**src/rtl/pwm_pkg.sv**
```systemverilog
// pwm_pkg: shared constants and helpers for the multi-channel PWM generator.
//   - DEF_* : default parameter values for pwm_multi / pwm_debounce
//   - phase()    : reset value of a channel's period counter (staggered start)
//   - sat_step() : one saturating duty step, clamped to 0..period
package pwm_pkg;

  localparam int DEF_CHANNELS  = 4;
  localparam int DEF_CNT_W     = 8;
  localparam int DEF_PERIOD    = 10;
  localparam int DEF_STEP      = 1;
  localparam int DEF_DUTY_INIT = 5;
  localparam int DEF_DEBOUNCE  = 4;

  // Spreads the channels' rising edges evenly across one period.
  function automatic int phase(input int i, input int period, input int channels);
    return (i * period) / channels;
  endfunction

  // Arithmetic is done in 32-bit int, which is wider than CNT_W+1, so the
  // decrement cannot wrap below zero and the increment cannot overflow.
  // Simultaneous inc and dec cancel out.
  function automatic int sat_step(input int duty, input int step, input int period,
                                  input logic inc, input logic dec);
    int r;
    r = duty;
    if (inc && !dec) begin
      r = (duty + step > period) ? period : duty + step;
    end else if (dec && !inc) begin
      r = (duty < step) ? 0 : duty - step;
    end
    return r;
  endfunction

endpackage

```
**src/rtl/pwm_debounce.sv**
```systemverilog
// pwm_debounce: 2-flop synchroniser, debounce counter and press detector for
// one asynchronous push-button.
//   clk     : system clock
//   rst     : asynchronous active-high reset
//   btn_i   : raw button level, asynchronous to clk
//   press_o : one-cycle pulse on each 0->1 edge of the debounced level
module pwm_debounce
  import pwm_pkg::*;
#(
  parameter int DEBOUNCE = DEF_DEBOUNCE
) (
  input  logic clk,
  input  logic rst,
  input  logic btn_i,
  output logic press_o
);

  localparam int DW = (DEBOUNCE > 1) ? $clog2(DEBOUNCE) : 1;

  logic          sync1_q, sync2_q;
  logic          level_q, level_d;
  logic          level_dly_q;
  logic          press_q;
  logic [DW-1:0] cnt_q, cnt_d;

  // The counter only runs while the synchronised input disagrees with the
  // accepted level; any agreeing cycle restarts it, so the level flips on the
  // DEBOUNCE-th consecutive disagreeing cycle.
  always_comb begin
    level_d = level_q;
    cnt_d   = '0;
    if (sync2_q != level_q) begin
      if (cnt_q == DW'(DEBOUNCE - 1)) begin
        level_d = sync2_q;
      end else begin
        cnt_d = cnt_q + 1'b1;
      end
    end
  end

  always_ff @(posedge clk or posedge rst) begin
    if (rst) begin
      sync1_q     <= 1'b0;
      sync2_q     <= 1'b0;
      level_q     <= 1'b0;
      level_dly_q <= 1'b0;
      cnt_q       <= '0;
      press_q     <= 1'b0;
    end else begin
      sync1_q     <= btn_i;
      sync2_q     <= sync1_q;
      level_q     <= level_d;
      level_dly_q <= level_q;
      cnt_q       <= cnt_d;
      press_q     <= level_q & ~level_dly_q;
    end
  end

  assign press_o = press_q;

endmodule

```
**src/rtl/pwm_multi.sv**
```systemverilog
// pwm_multi: multi-channel PWM generator with per-channel push-button duty
// control. Each channel has its own period counter (phase-staggered at reset),
// a target duty adjusted by debounced presses, and an active duty copied from
// the target only at the end of a period so the output never glitches.
//   clk          : system clock
//   rst          : asynchronous active-high reset
//   swt_increase : per-channel increase buttons (bit i -> channel i), async
//   swt_decrease : per-channel decrease buttons, async
//   PWM_OUT      : registered PWM outputs, one per channel
//   duty_out     : active duty per channel, channel i at [i*CNT_W +: CNT_W]
module pwm_multi
  import pwm_pkg::*;
#(
  parameter int CHANNELS  = DEF_CHANNELS,
  parameter int CNT_W     = DEF_CNT_W,
  parameter int PERIOD    = DEF_PERIOD,
  parameter int STEP      = DEF_STEP,
  parameter int DUTY_INIT = DEF_DUTY_INIT,
  parameter int DEBOUNCE  = DEF_DEBOUNCE
) (
  input  logic                      clk,
  input  logic                      rst,
  input  logic [CHANNELS-1:0]       swt_increase,
  input  logic [CHANNELS-1:0]       swt_decrease,
  output logic [CHANNELS-1:0]       PWM_OUT,
  output logic [CHANNELS*CNT_W-1:0] duty_out
);

  localparam logic [CNT_W-1:0] LAST = CNT_W'(PERIOD - 1);
  localparam logic [CNT_W-1:0] INIT = CNT_W'(DUTY_INIT);

  for (genvar i = 0; i < CHANNELS; i++) begin : g_ch
    localparam logic [CNT_W-1:0] PHASE = CNT_W'(phase(i, PERIOD, CHANNELS));

    logic             inc_press, dec_press;
    logic [CNT_W-1:0] cnt_q, cnt_d;
    logic [CNT_W-1:0] target_q, target_d;
    logic [CNT_W-1:0] active_q, active_d;
    logic             pwm_q;

    pwm_debounce #(.DEBOUNCE(DEBOUNCE)) u_inc (
      .clk     (clk),
      .rst     (rst),
      .btn_i   (swt_increase[i]),
      .press_o (inc_press)
    );

    pwm_debounce #(.DEBOUNCE(DEBOUNCE)) u_dec (
      .clk     (clk),
      .rst     (rst),
      .btn_i   (swt_decrease[i]),
      .press_o (dec_press)
    );

    always_comb begin
      cnt_d    = (cnt_q == LAST) ? '0 : cnt_q + 1'b1;
      target_d = CNT_W'(sat_step(int'(target_q), STEP, PERIOD, inc_press, dec_press));
      // Shadow load at the period boundary only.
      active_d = (cnt_q == LAST) ? target_q : active_q;
    end

    always_ff @(posedge clk or posedge rst) begin
      if (rst) begin
        cnt_q    <= PHASE;
        target_q <= INIT;
        active_q <= INIT;
        pwm_q    <= 1'b0;
      end else begin
        cnt_q    <= cnt_d;
        target_q <= target_d;
        active_q <= active_d;
        // active_q == PERIOD keeps this true for every cnt value, so the
        // output stays high across the wrap.
        pwm_q    <= (cnt_q < active_q);
      end
    end

    assign PWM_OUT[i]                 = pwm_q;
    assign duty_out[i*CNT_W +: CNT_W] = active_q;
  end

endmodule

```
**config.mk**
```make
export PLATFORM = sky130hd
export DESIGN_NAME = pwm_multi
export DESIGN_NICKNAME = d
export VERILOG_FILES = /design/src/rtl/pwm_pkg.sv /design/src/rtl/pwm_debounce.sv /design/src/rtl/pwm_multi.sv
export SDC_FILE = /design/constraint.sdc
export NUM_CORES = 1
export LEC_CHECK = 0
export BUFFER_PORTS_ARGS = -buffer_cell sky130_fd_sc_hd__buf_2
export CORE_MARGIN = 1.5
export CORE_UTILIZATION = 55
export CTS_CLUSTER_SIZE = 16
export DETAILED_ROUTE_END_ITERATION = 6
export GPL_TIMING_DRIVEN = 0
export PLACE_DENSITY = 0.76
export SLEW_MARGIN = 20
export SYNTH_ARGS = -nofsm -noshare
export SYNTH_HDL_FRONTEND = slang
export SYNTH_SLANG_ARGS = --single-unit
export TNS_END_PERCENT = 5
```
**constraint.sdc**
```tcl
create_clock -name clk -period 4.15 [get_ports clk]
set_input_delay 0.2075 -clock clk [delete_from_list [all_inputs] [get_ports clk]]
set_output_delay 0.2075 -clock clk [all_outputs]
set_load 0.01 [all_outputs]
```
# Yosys cells after proc, flatten, opt, wreduce, memory -nomap -nowiden
# Index checks and enable logic that the tools add are counted.
[op_classes]
n_mux = 36
magnitude_cmp = 12
add_sub_neg = 20
n_reduce_logical = 28
n_eq_ne = 20
n_bitwise = 16
[op_table]
columns = ["operator", "n"]
rows = [
  ["$mux 8", 20],
  ["$add 8x1->9 const B", 4],
  ["$gt 9x4->1 const B", 4],
  ["$add 8x1->8 const B", 4],
  ["$eq 8x4->1 const B", 4],
  ["$lt 8x1->1 const B", 4],
  ["$lt 8x8->1", 4],
  ["$mux 2", 16],
  ["$sub 8x1->8 const B", 4],
  ["$add 2x1->2 const B", 8],
  ["$eq 2x2->1 const B", 8],
  ["$reduce_and 2->1", 8],
  ["$and 1x1->1", 8],
  ["$logic_and 1x1->1", 8],
  ["$logic_not 1->1", 8],
  ["$ne 1x1->1", 8],
  ["$not 1->1", 8],
  ["$reduce_bool 2->1", 4],
]
[word_totals]
register_bits = 156
inputBits = 10
out_inout_bits = 36
elab_cells = 196

# Longest topological paths before layout
# Gate-level depths: netlist of run 1.
[logic_depth]
word_depth = 4
ltp_mapped = 9

# Cells and area by module
# From an unflattened synthesis of run 1, not the netlist that was laid out.
[hier_totals]
cells_unflattened = 772
hier_area_um2 = 7896.3
[by_module_without_submodules]
columns = ["mod", "area_each_um2", "cells_each", "instances", "seq_area_each_um2"]
rows = [
  ["pwm_multi", 6024.5, 660, 1, 2529.9],
  ["pwm_debounce", 234.0, 14, 8, 175.2],
]

# Worst setup path after synthesis of run 1
# No wires, ideal clock.
[synth_path]
path_type = "reg2reg"
from = "register g_ch[0].target_q[0]"
to = "register g_ch[0].target_q[3]"
t_arrival_ps = 2139
setup_ps = 124
path_buffers = 1
slack_ps = 1887
stages_incl_launch_ff = 9
period_less_slack_ps = 2263
path_cell_list = "dfstp_2 ha_1 clkbuf_1 nand2_1 nor2_1 mux2_2 o31ai_1 nand2_1 o31a_1"
[synth_between]
elab_chain_cells = 4
[synth_lines]
columns = ["item", "line_no", "source"]
rows = [
  ["start, declared", "pwm_multi.sv:37", "logic [CNT_W-1:0] target_q, target_d;"],
  ["start signal, assigned", "pwm_multi.sv:70", "target_q <= target_d;"],
  ["$add 8x1->9 (tied with other cells)", "pwm_pkg.sv:27", "r = (duty + step > period) ? period : duty + step;"],
  ["$gt 9x4->1 / $mux 8 (equally long branches)", "pwm_pkg.sv:27, pwm_pkg.sv:29", ""],
  ["$mux 8 (on tied branches)", "pwm_pkg.sv:27, pwm_pkg.sv:28", ""],
  ["$mux 8 *", "pwm_pkg.sv:26", "if (inc && !dec) begin"],
]
# Mark *: on every way between the ends. The rest lies on a longest branch, timed or not. The select of a mux whose other input is x is not followed.
# A chain may end at the register's enable or synchronous reset.

# Final worst setup path of run 1
[layout_path]
from = "register g_ch[2].target_q[0]"
to = "register g_ch[2].target_q[0]"
[layout_between]
elab_chain_cells = 4
[layout_lines]
columns = ["item", "line_no"]
rows = [
  ["start, declared", "pwm_multi.sv:37"],
  ["start signal, assigned", "pwm_multi.sv:70"],
  ["$add 8x1->9 (tied with other cells)", "pwm_pkg.sv:27"],
  ["$gt 9x4->1 / $mux 8 (equally long branches)", "pwm_pkg.sv:27, pwm_pkg.sv:29"],
  ["$mux 8 (on tied branches)", "pwm_pkg.sv:27, pwm_pkg.sv:28"],
  ["$mux 8 *", "pwm_pkg.sv:26"],
]
# Marks and branches as above.

==> impl_metrics.ini, run 1 <==
[detailed_routing]
drcViolationCount = 0
via_count = 6206
post_drt_via_cell_ratio = 5.59
route.detailed.wl_per_inst_um = 13.8
route.antenna.remaining_nets = 0
drt_first_pass_iters = 5
wirelength_mm = 15.3
drt_iter0_markers = 452

[timing]
final_hold_viol_count = 0
period_needed_ns = 2.58
fin_ws_ns = 1.57
post-route-period-util_pct = 62.2
slew_viol_final = 0
relative_max_transition_margin_pct = 52.9
max_freq_ghz = 0.387
timing.hold.ws_ns = 0.350
finalClockSkew_ns = 0.00610
finalSetupViolations = 0
rsz0062_at_grt = no
max_slew.worst_pin.slew_ns = 0.707
setup_tns_ns = 0

[clock_network]
cts.sink_count = 156
cts_root_buffer = clkbuf_16
cts-buffers-inserted = 17
cts_htree_levels = 4
tritoncts = yes
clockBufferDepth = 2
clk_transition_reported_paths_ns = 0.06
insertion_delay_ns = 0.42

[placement]
postPlaceCellArea_mm2 = 0.00875
placed_cells_incl_taps = 1070
port_buffers = 45
place_worst_setup_slack_ns = 1.59
finalWeightedCongestion = 0.897
dpl_hpwl_mm = 10.8

[final_layout]
synthToLayoutAreaGrowth_pct = 15.7
layout.cells.most_common = dfrtp_1
antennaDiodeCount = 0
most-common-layout-cells = dfrtp_1, nor2_1, nand2_1
drive_gt1_share_pct = 15.4
layout.filler_cells = 1176
final_cell_area_mm2 = 0.00946
final_net_count = 984
final-instance-count-excl-fill = 1111

[synth]
synth.yosys.seq_area_share_pct = 48.1
synth-warning-count = 0
synth-edff-count = 0
mappedNetlistArea_mm2 = 0.00817
synthesis.nets = 906
most_used_dff_post_synth = dfrtp_1
yosys_register_bits = 156
synthDistinctLibCells = 60
synth-async-reset-ratio_pct = 100
synth.avg_cell_area_um2 = 9.78
syn_inst = 836

[critical_path]
arrival_ns = 2.94
end_kind = register
cp_max_fo = 8
critical_path_required_ns = 4.50
timing.critical_path.from_type = register
criticalPathCategory = register to register

[worst_hold_path]
timing.hold.worst.class = register to register

[die]
die_x_um = 125
fp.dieArea_mm2 = 0.0156
die_h_um = 125
initial_utilization_pct = 56.2
number_of_cell_rows = 44
num_io_pins = 46
placeableCoreArea_mm2 = 0.0145

[power]
p_switching_mw = 2.61
p_int_mw = 4.17
power.density_cell_area_mw_per_mm2 = 717
clock_power_share_pct = 24.2
fraction_of_power_spent_switching_nets_pct = 38.5
power.static_leakage_nw = 4.30
power.sequential.fraction_pct = 34.8
part_of_the_total_power_dissipated_in_combinational_logic_pct = 41.0
max-vdd-ir-drop_uv = 367

[grt]
grt_start_max_net_pins = 35
first_pass_grt_wire_length_mm = 27.1
globalRouteOverflowTotal = 0
grt_pass1_vias = 5859
grtUsageTotal_pct = 21.0
grt_antenna_before_repair = 0

[run]
cap_viol_max_count = 0

[outcome]
status = completed
==> final timing paths <==
| kind | start | endpoint | slack (ns) | cells after the start |
|---|---|---|---|---|
| min in group asynchronous | rst | g_ch[0].u_inc.cnt_q[0] | 0.36 | 3 |
| max | g_ch[2].target_q[0] | g_ch[2].target_q[0] | 1.57 | 8 |
| max in group asynchronous | rst | g_ch[2].active_q[2] | 2.77 | 6 |
| min | g_ch[1].u_inc.sync1_q | g_ch[1].u_inc.sync2_q | 0.35 | 0 |
| min reg2reg | g_ch[1].u_inc.sync1_q | g_ch[1].u_inc.sync2_q | 0.35 | 0 |
| max reg2reg | g_ch[2].target_q[0] | g_ch[2].target_q[0] | 1.57 | 8 |
==> kinds of logic (layout without fill, tap and decap cells) <==
logic type / Yosys count / in the layout / synth area share, %
fa+ha+maj: 60 / 60 / 9.19
xor+xnor: 43 / 43 / 4.61
buf+inv: 105 / 196 / 5.16
simple gates: 302 / 302 / 18.9
compound gates: 151 / 151 / 11.5
flops: 156 / 156 / 48.1
mux: 19 / 19 / 2.54
==> state kept, by name (all words and copies together), names as in the netlist, 8 cells and up <==
register,cells
g_ch.u_dec.cnt_q,8
g_ch.u_inc.cnt_q,8
g_ch.cnt_q,32
g_ch.target_q,32
g_ch.active_q,32
==> power by group through the flow <==
stage	Sequential, mW	Combinational (mW)	Clock (mW)
2_1_floorplan	2.38	2.02	0
3_3_place_gp	2.37	2.67	0
3_5_place_dp	2.39	2.73	0
4_1_cts	2.37	2.77	1.67
5_1_grt	2.43	3.15	1.74
6_report	2.36	2.78	1.64
==> metal layers <==
layer  part of all wire (%)  wire length [um]  vias to the layer above  global-route usage (%)
met2                     47              7250                      136                    33.5
li1                       -                 -                     3064                       -
met1                     48              7270                     2984                    28.9
met5                      0                 0                        -                       0
met4                    1.4               221                        0                    7.02
met3                    3.6               553                       22                    4.12
==> through the flow <==
| step | power [mW] | utilization (%) |
|---|---|---|
| 6_report | 6.78 | 65.1 |
| 5_1_grt | 7.32 | 65.1 |
| 4_1_cts | 6.80 | 65.1 |
| 3_5_place_dp | 5.12 | 60.2 |
| 3_3_place_gp | 5.03 | 59.4 |
| 2_1_floorplan | 4.40 | - |
==> worst max-delay path: stages (launching register included) <==
cell and delay, ns:
dfstp_2 0.61, ha_1 0.17, clkbuf_1 0.31, nand3_1 0.14, nor2_1 0.16, mux2_2 0.36, a41oi_1 0.17, o21ai_0 0.27
a31o_2 0.33
==> synth_stat cells (5+ instances only) <==
cell      count  area [um2]
a21oi_1      31         155
and2_1        5        31.3
and3_1       10        62.6
buf_2         9        45.0
clkbuf_1     31         116
dfrtp_1     134        3350
dfstp_2      22         578
ha_1         60         751
inv_1        59         221
mux2_2       14         158
mux2i_1       5        50.1
nand2_1      70         263
nand2b_1      7        43.8
nand3_1      30         150
nand4_1      12        75.1
nor2_1       74         278
nor2b_1      25         156
nor3_1       23         115
nor3b_1       9        67.6
nor4_1       11        68.8
nor4b_1       6        52.6
o21ai_0      67         335
o31ai_1       8        60.1
or2_2         5        31.3
xnor2_1      25         219
xor2_1       18         158
==> cell type report <==
cell class | instances | area, um2 | area share [%]
flip-flops and latches | 156 | 3930 | 41.6
multi-input cells | 575 | 3820 | 40.4
repair buffers | 59 | 430 | 4.55
clock buffers | 18 | 429 | 4.54
well taps | 184 | 230 | 2.43
inverters | 59 | 225 | 2.38
plain buffers | 46 | 200 | 2.12
clock inverters | 14 | 191 | 2.02
==> timing repair <==
item / 4_1_cts / 5_1_grt
gates resized for setup: 0 / 0
hold buffers: 9 / 0
buffers inserted: 0 / 0
hold endpoints to repair: 22 / 0
No activity file was read; power rests on OpenSTA's default activity.
==> run 2: changes to the inputs <==
CORE_UTILIZATION = 57   (was 55)
PLACE_DENSITY = 0.75   (was 0.76)
clock period = 2.4 ns   (was 4.15 ns; I/O delays follow)
==> run 2 against run 1 <==
Compared with the run above: the flow now finishes with violations (setup timing); sequential share of layout area decreased by 0.15 points; flip-flop and latch count unchanged; routed wire length increased by 2.6%; largest cell class unchanged; combinational power increased by 78%; critical path type unchanged; non-clock buffer count decreased by 2; final area increased by 0.38%; core utilization increased by 3.1 points; die area decreased by 3.4%; clock-buffer cell count increased by 2; critical path depth increased by 1; via count decreased by 1.4%.
==> impl_metrics.ini, run 2 (synthesis results as in run 1) <==
[die]
die_x_um = 123
num_io_pins = 46
placeableCoreArea_mm2 = 0.0139
initial_utilization_pct = 58.7
fp.dieArea_mm2 = 0.0151
number_of_cell_rows = 43
die_h_um = 123

[timing]
max_freq_ghz = 0.414
final_hold_viol_count = 0
fin_ws_ns = -0.0151
relative_max_transition_margin_pct = 63.0
max_slew.worst_pin.slew_ns = 0.553
finalSetupViolations = 1
finalClockSkew_ns = 0.00684
slew_viol_final = 0
post-route-period-util_pct = 101
rsz0062_at_grt = yes
period_needed_ns = 2.42

[critical_path]
worst_path_dominant_cell_family = compound AO/OA/AOI/OAI gates
timing.critical_path.from_type = register
critical_path_required_ns = 2.76
r2r-end = g_ch[3].target_q[3]
cp_cell_sequence = buf_4, inv_1, ha_4, nor2b_1, o311a_1, o32ai_1, a22oi_2, o221ai_1, mux2_2
beginning_of_the_worst_register_to_register_path = g_ch[3].target_q[0]
reg2reg_setup_slack_ns = -0.02
worst-r2r-cell-count = 9
criticalPathCategory = register to register
end_kind = register
arrival_ns = 2.78
cp_max_fo = 9
path_buf_inv = 2
critical-path-slowest-cell = dfstp_2
slowest_delay_ns = 0.55

[final_layout]
layout.cells.most_common = dfrtp_1
biggestRegsByFlops = g_ch.active_q (32), g_ch.cnt_q (32), g_ch.target_q (32)
antennaDiodeCount = 0
synthToLayoutAreaGrowth_pct = 16.2
final_cell_area_mm2 = 0.00949
drive_gt1_share_pct = 16.9
most-common-layout-cells = dfrtp_1, nor2_1, nand2_1
final_net_count = 982
fin_util_pct = 68.1

[detailed_routing]
route.antenna.remaining_nets = 0
drt_iter0_markers = 375
drcViolationCount = 0
wirelength_mm = 15.7
drt_first_pass_iters = 5
post_drt_via_cell_ratio = 5.54
route.detailed.wl_per_inst_um = 14.2
via_count = 6119

[grt]
globalRouteOverflowTotal = 0
grt_pass1_vias = 5849
grt_antenna_before_repair = 0
grt_start_max_net_pins = 32
first_pass_grt_wire_length_mm = 27.0
grtUsageTotal_pct = 22.2

[placement]
finalWeightedCongestion = 0.902
port_buffers = 45
postPlaceCellArea_mm2 = 0.00873
dpl_hpwl_mm = 10.9

[clock_network]
clk_transition_reported_paths_ns = 0.06
clockBufferDepth = 2
cts_setup_buffers = 0
insertion_delay_ns = 0.42
cts.sink_count = 156
cts_root_buffer = clkbuf_16
cts_htree_levels = 4
cts-buffers-inserted = 17
tritoncts = yes

[outcome]
violations = setup timing
status = complete, but fails checks

[power]
post-layout-total-power_mw = 11.8
power.static_leakage_nw = 4.30
power.density_cell_area_mw_per_mm2 = 1250
max-vdd-ir-drop_uv = 567

[worst_hold_path]
timing.hold.worst.class = input pin to async pin

[run]
cap_viol_max_count = 0
## run 2: power by group
part	internal, mW	switching (mW)
registers	3.53	0.572
logic	2.02	2.91
clock network	1.70	1.08
## run 2: stage by stage
stage | TNS, ns | setup slack (ns) | hold WS (ns) | instances
after floorplan | 0 | 0.137 | 0.151 | 836
after global placement | -82.64 | -0.624 | 0.228 | 1061
after detailed placement | -0.504 | -0.167 | 0.182 | 1066
after CTS | -0.00531 | -0.00531 | 0.275 | 1105
after global routing | -0.246 | -0.0989 | 0.322 | 1105
final | -0.0151 | -0.0151 | 0.273 | 1105
## run 2: metal layers
layer	up-vias	global-route usage (%)	part of all wire, %
met5	-	0	0
met3	22	4.14	3.4
met4	0	8.72	1.6
met1	2924	30.7	48
li1	3044	-	-
met2	129	34.8	47
## run 2: cell type report
cell class	instances	area, um2
inverters	59	225
clock inverters	12	164
well taps	180	225
flip-flops and latches	156	3930
repair buffers	59	415
multi-input cells	575	3880
plain buffers	44	196
clock buffers	20	457
fillers	1059	4440
## run 2: worst max-delay path by stage
stage / from / endpoint / slack (ns) / cells after the start
final: g_ch[3].target_q[0] / g_ch[3].target_q[3] / -0.02 / 9
after floorplan: g_ch[0].target_q[0] / g_ch[0].target_q[3] / 0.14 / 8
after detailed placement: g_ch[0].target_q[0] / g_ch[0].target_q[3] / -0.17 / 8
after global placement: rst / g_ch[1].u_inc.sync1_q / -0.62 / 2
after global routing: g_ch[3].target_q[1] / g_ch[3].target_q[3] / -0.1 / 8
after CTS: g_ch[0].target_q[0] / g_ch[0].target_q[3] / -0.005 / 8
## run 2: worst min-delay path: cells and delay by family
family / cells / cell delay [ns]
buffers and inverters: 3 / 1.00
## run 2: repair_timing
item	in CTS	in global routing
endpoints found under the hold margin	27	0
resized for setup	5	13
hold buffers	9	0
endpoints found under the setup margin	9	14
==> run 3: changes to the inputs <==
clock period = 2.85 ns   (was 2.4 ns; I/O delays follow)
==> run 3 against run 2 <==
Compared with the run above: the run now ends clean; critical path depth down 1; via count is 0.11% higher; die area stayed put; final area fell by 0.59%; clock-buffer cell count stayed put; clock skew down 0.0022 ns; combinational power is 18% lower; clock power is 16% lower; non-clock buffer count increased by 2; hold slack improved by 0.021 ns; critical path type unchanged; critical endpoint is now g_ch[0].target_q[3]; largest cell class unchanged.
==> impl_metrics.ini, run 3 (synthesis results as in run 1) <==
[detailed_routing]
drcViolationCount = 0
drt_first_pass_iters = 4
route.antenna.remaining_nets = 0
wirelength_mm = 15.6
via_count = 6126
drt_iter0_markers = 404
route.detailed.wl_per_inst_um = 14.1
post_drt_via_cell_ratio = 5.53

[power]
power.sequential.fraction_pct = 35.1
post-layout-total-power_mw = 9.84
fraction_of_power_spent_switching_nets_pct = 38.6
power.static_leakage_nw = 4.29
p_int_mw = 6.04
p_switching_mw = 3.80
clock_power_share_pct = 23.8
power.density_cell_area_mw_per_mm2 = 1040
max-vdd-ir-drop_uv = 480
part_of_the_total_power_dissipated_in_combinational_logic_pct = 41.1

[clock_network]
insertion_delay_ns = 0.42
cts_setup_buffers = 0
tritoncts = yes
cts.sink_count = 156
cts_root_buffer = clkbuf_16
clockBufferDepth = 2
cts-buffers-inserted = 17
clk_transition_reported_paths_ns = 0.06
cts_htree_levels = 4

[final_layout]
drive_gt1_share_pct = 15.4
final_net_count = 984
most-common-layout-cells = dfrtp_1, nor2_1, nand2_1
fin_util_pct = 67.7
layout.cells.most_common = dfrtp_1
antennaDiodeCount = 0
synthToLayoutAreaGrowth_pct = 15.5
biggestRegsByFlops = g_ch.active_q (32), g_ch.cnt_q (32), g_ch.target_q (32)
final-instance-count-excl-fill = 1107

[grt]
first_pass_grt_wire_length_mm = 26.8
grt_pass1_vias = 5816
grtUsageTotal_pct = 22.1
grt_start_max_net_pins = 32
grt_antenna_before_repair = 0
globalRouteOverflowTotal = 0

[timing]
period_needed_ns = 2.61
post-route-period-util_pct = 91.7
relative_max_transition_margin_pct = 51.4
slew_viol_final = 0
final_hold_viol_count = 0
max_slew.worst_pin.slew_ns = 0.729
finalClockSkew_ns = 0.00461
max_freq_ghz = 0.383
timing.hold.ws_ns = 0.294
rsz0062_at_grt = no
finalSetupViolations = 0

[critical_path]
end_kind = register
timing.critical_path.from_type = register
cp_max_fo = 9
criticalPathCategory = register to register
arrival_ns = 2.92
critical_path_required_ns = 3.15

[placement]
finalWeightedCongestion = 0.902
port_buffers = 45
placed_cells_incl_taps = 1066
dpl_hpwl_mm = 10.9

[worst_hold_path]
timing.hold.worst.class = input pin to async pin

[die]
die_h_um = 123
placeableCoreArea_mm2 = 0.0139
fp.dieArea_mm2 = 0.0151
num_io_pins = 46
number_of_cell_rows = 43
die_x_um = 123
initial_utilization_pct = 58.7

[run]
cap_viol_max_count = 0

[outcome]
status = completed
==> run 3: area by class of cell <==
class / instances / area, um2
tap: 180 / 225
timing repair buffer: 59 / 415
fill: 1075 / 4500
sequential: 156 / 3930
buffer: 46 / 200
multi-input combinational: 575 / 3820
inverter: 59 / 225
clock inverter: 12 / 164
clock buffer: 20 / 457
==> run 3: power groups by stage <==
| stage | clock network (mW) | registers (mW) | logic (mW) |
|---|---|---|---|
| 5_1_grt | 2.48 | 3.56 | 4.56 |
| 4_1_cts | 2.39 | 3.45 | 4.02 |
| 3_5_place_dp | 0 | 3.48 | 3.98 |
| 6_report | 2.34 | 3.46 | 4.04 |
| 3_3_place_gp | 0 | 3.45 | 3.86 |
| 2_1_floorplan | 0 | 3.46 | 2.94 |
==> run 3: path summary, 6_finish.rpt <==
kind                            cells past startpoint             startpoint                    end  slack [ns]
worst min-delay path                                3                    rst       g_ch[2].cnt_q[3]        0.29
min in group clk                                    0  g_ch[3].u_inc.sync1_q  g_ch[3].u_inc.sync2_q        0.34
worst max-delay path                                8    g_ch[0].target_q[0]    g_ch[0].target_q[3]        0.24
worst min register to register                      0  g_ch[3].u_inc.sync1_q  g_ch[3].u_inc.sync2_q        0.34
max in group asynchronous                           6                    rst       g_ch[1].cnt_q[1]        1.55
worst max register to register                      8    g_ch[0].target_q[0]    g_ch[0].target_q[3]        0.24
==> run 3: metrics by stage <==
| step | area, um2 | setup slack [ns] | setup TNS, ns |
|---|---|---|---|
| after CTS | 9440 | 0.258 | 0 |
| after global routing | 9440 | 0.00433 | 0 |
| after detailed placement | 8730 | 0.283 | 0 |
| after global placement | 8630 | -0.197 | -24.89 |
| final | 9440 | 0.236 | 0 |
| after floorplan | 8180 | 0.587 | 0 |
==> run 3: what timing repair did <==
action	CTS	global route
resized for setup	0	0
hold buffers	9	0
endpoints found under the setup margin	0	0
hold endpoints to repair	27	0
==> run 3: metal layers <==
metal	global-route usage, %	vias to the layer above	wire, um
met4	8.28	0	255
met3	4.09	21	545
met2	34.7	129	7170
li1	-	3049	-
met5	0	-	0
met1	30.6	2927	7590
==> run 3: worst max-delay path, stage by stage (launching register included) <==
cell and delay [ns]:
dfstp_2 0.60, ha_1 0.16, clkbuf_1 0.33, nand2_1 0.12, nor2_1 0.11, mux2_2 0.34
o31ai_1 0.40, nand2_1 0.14, o31a_1 0.30
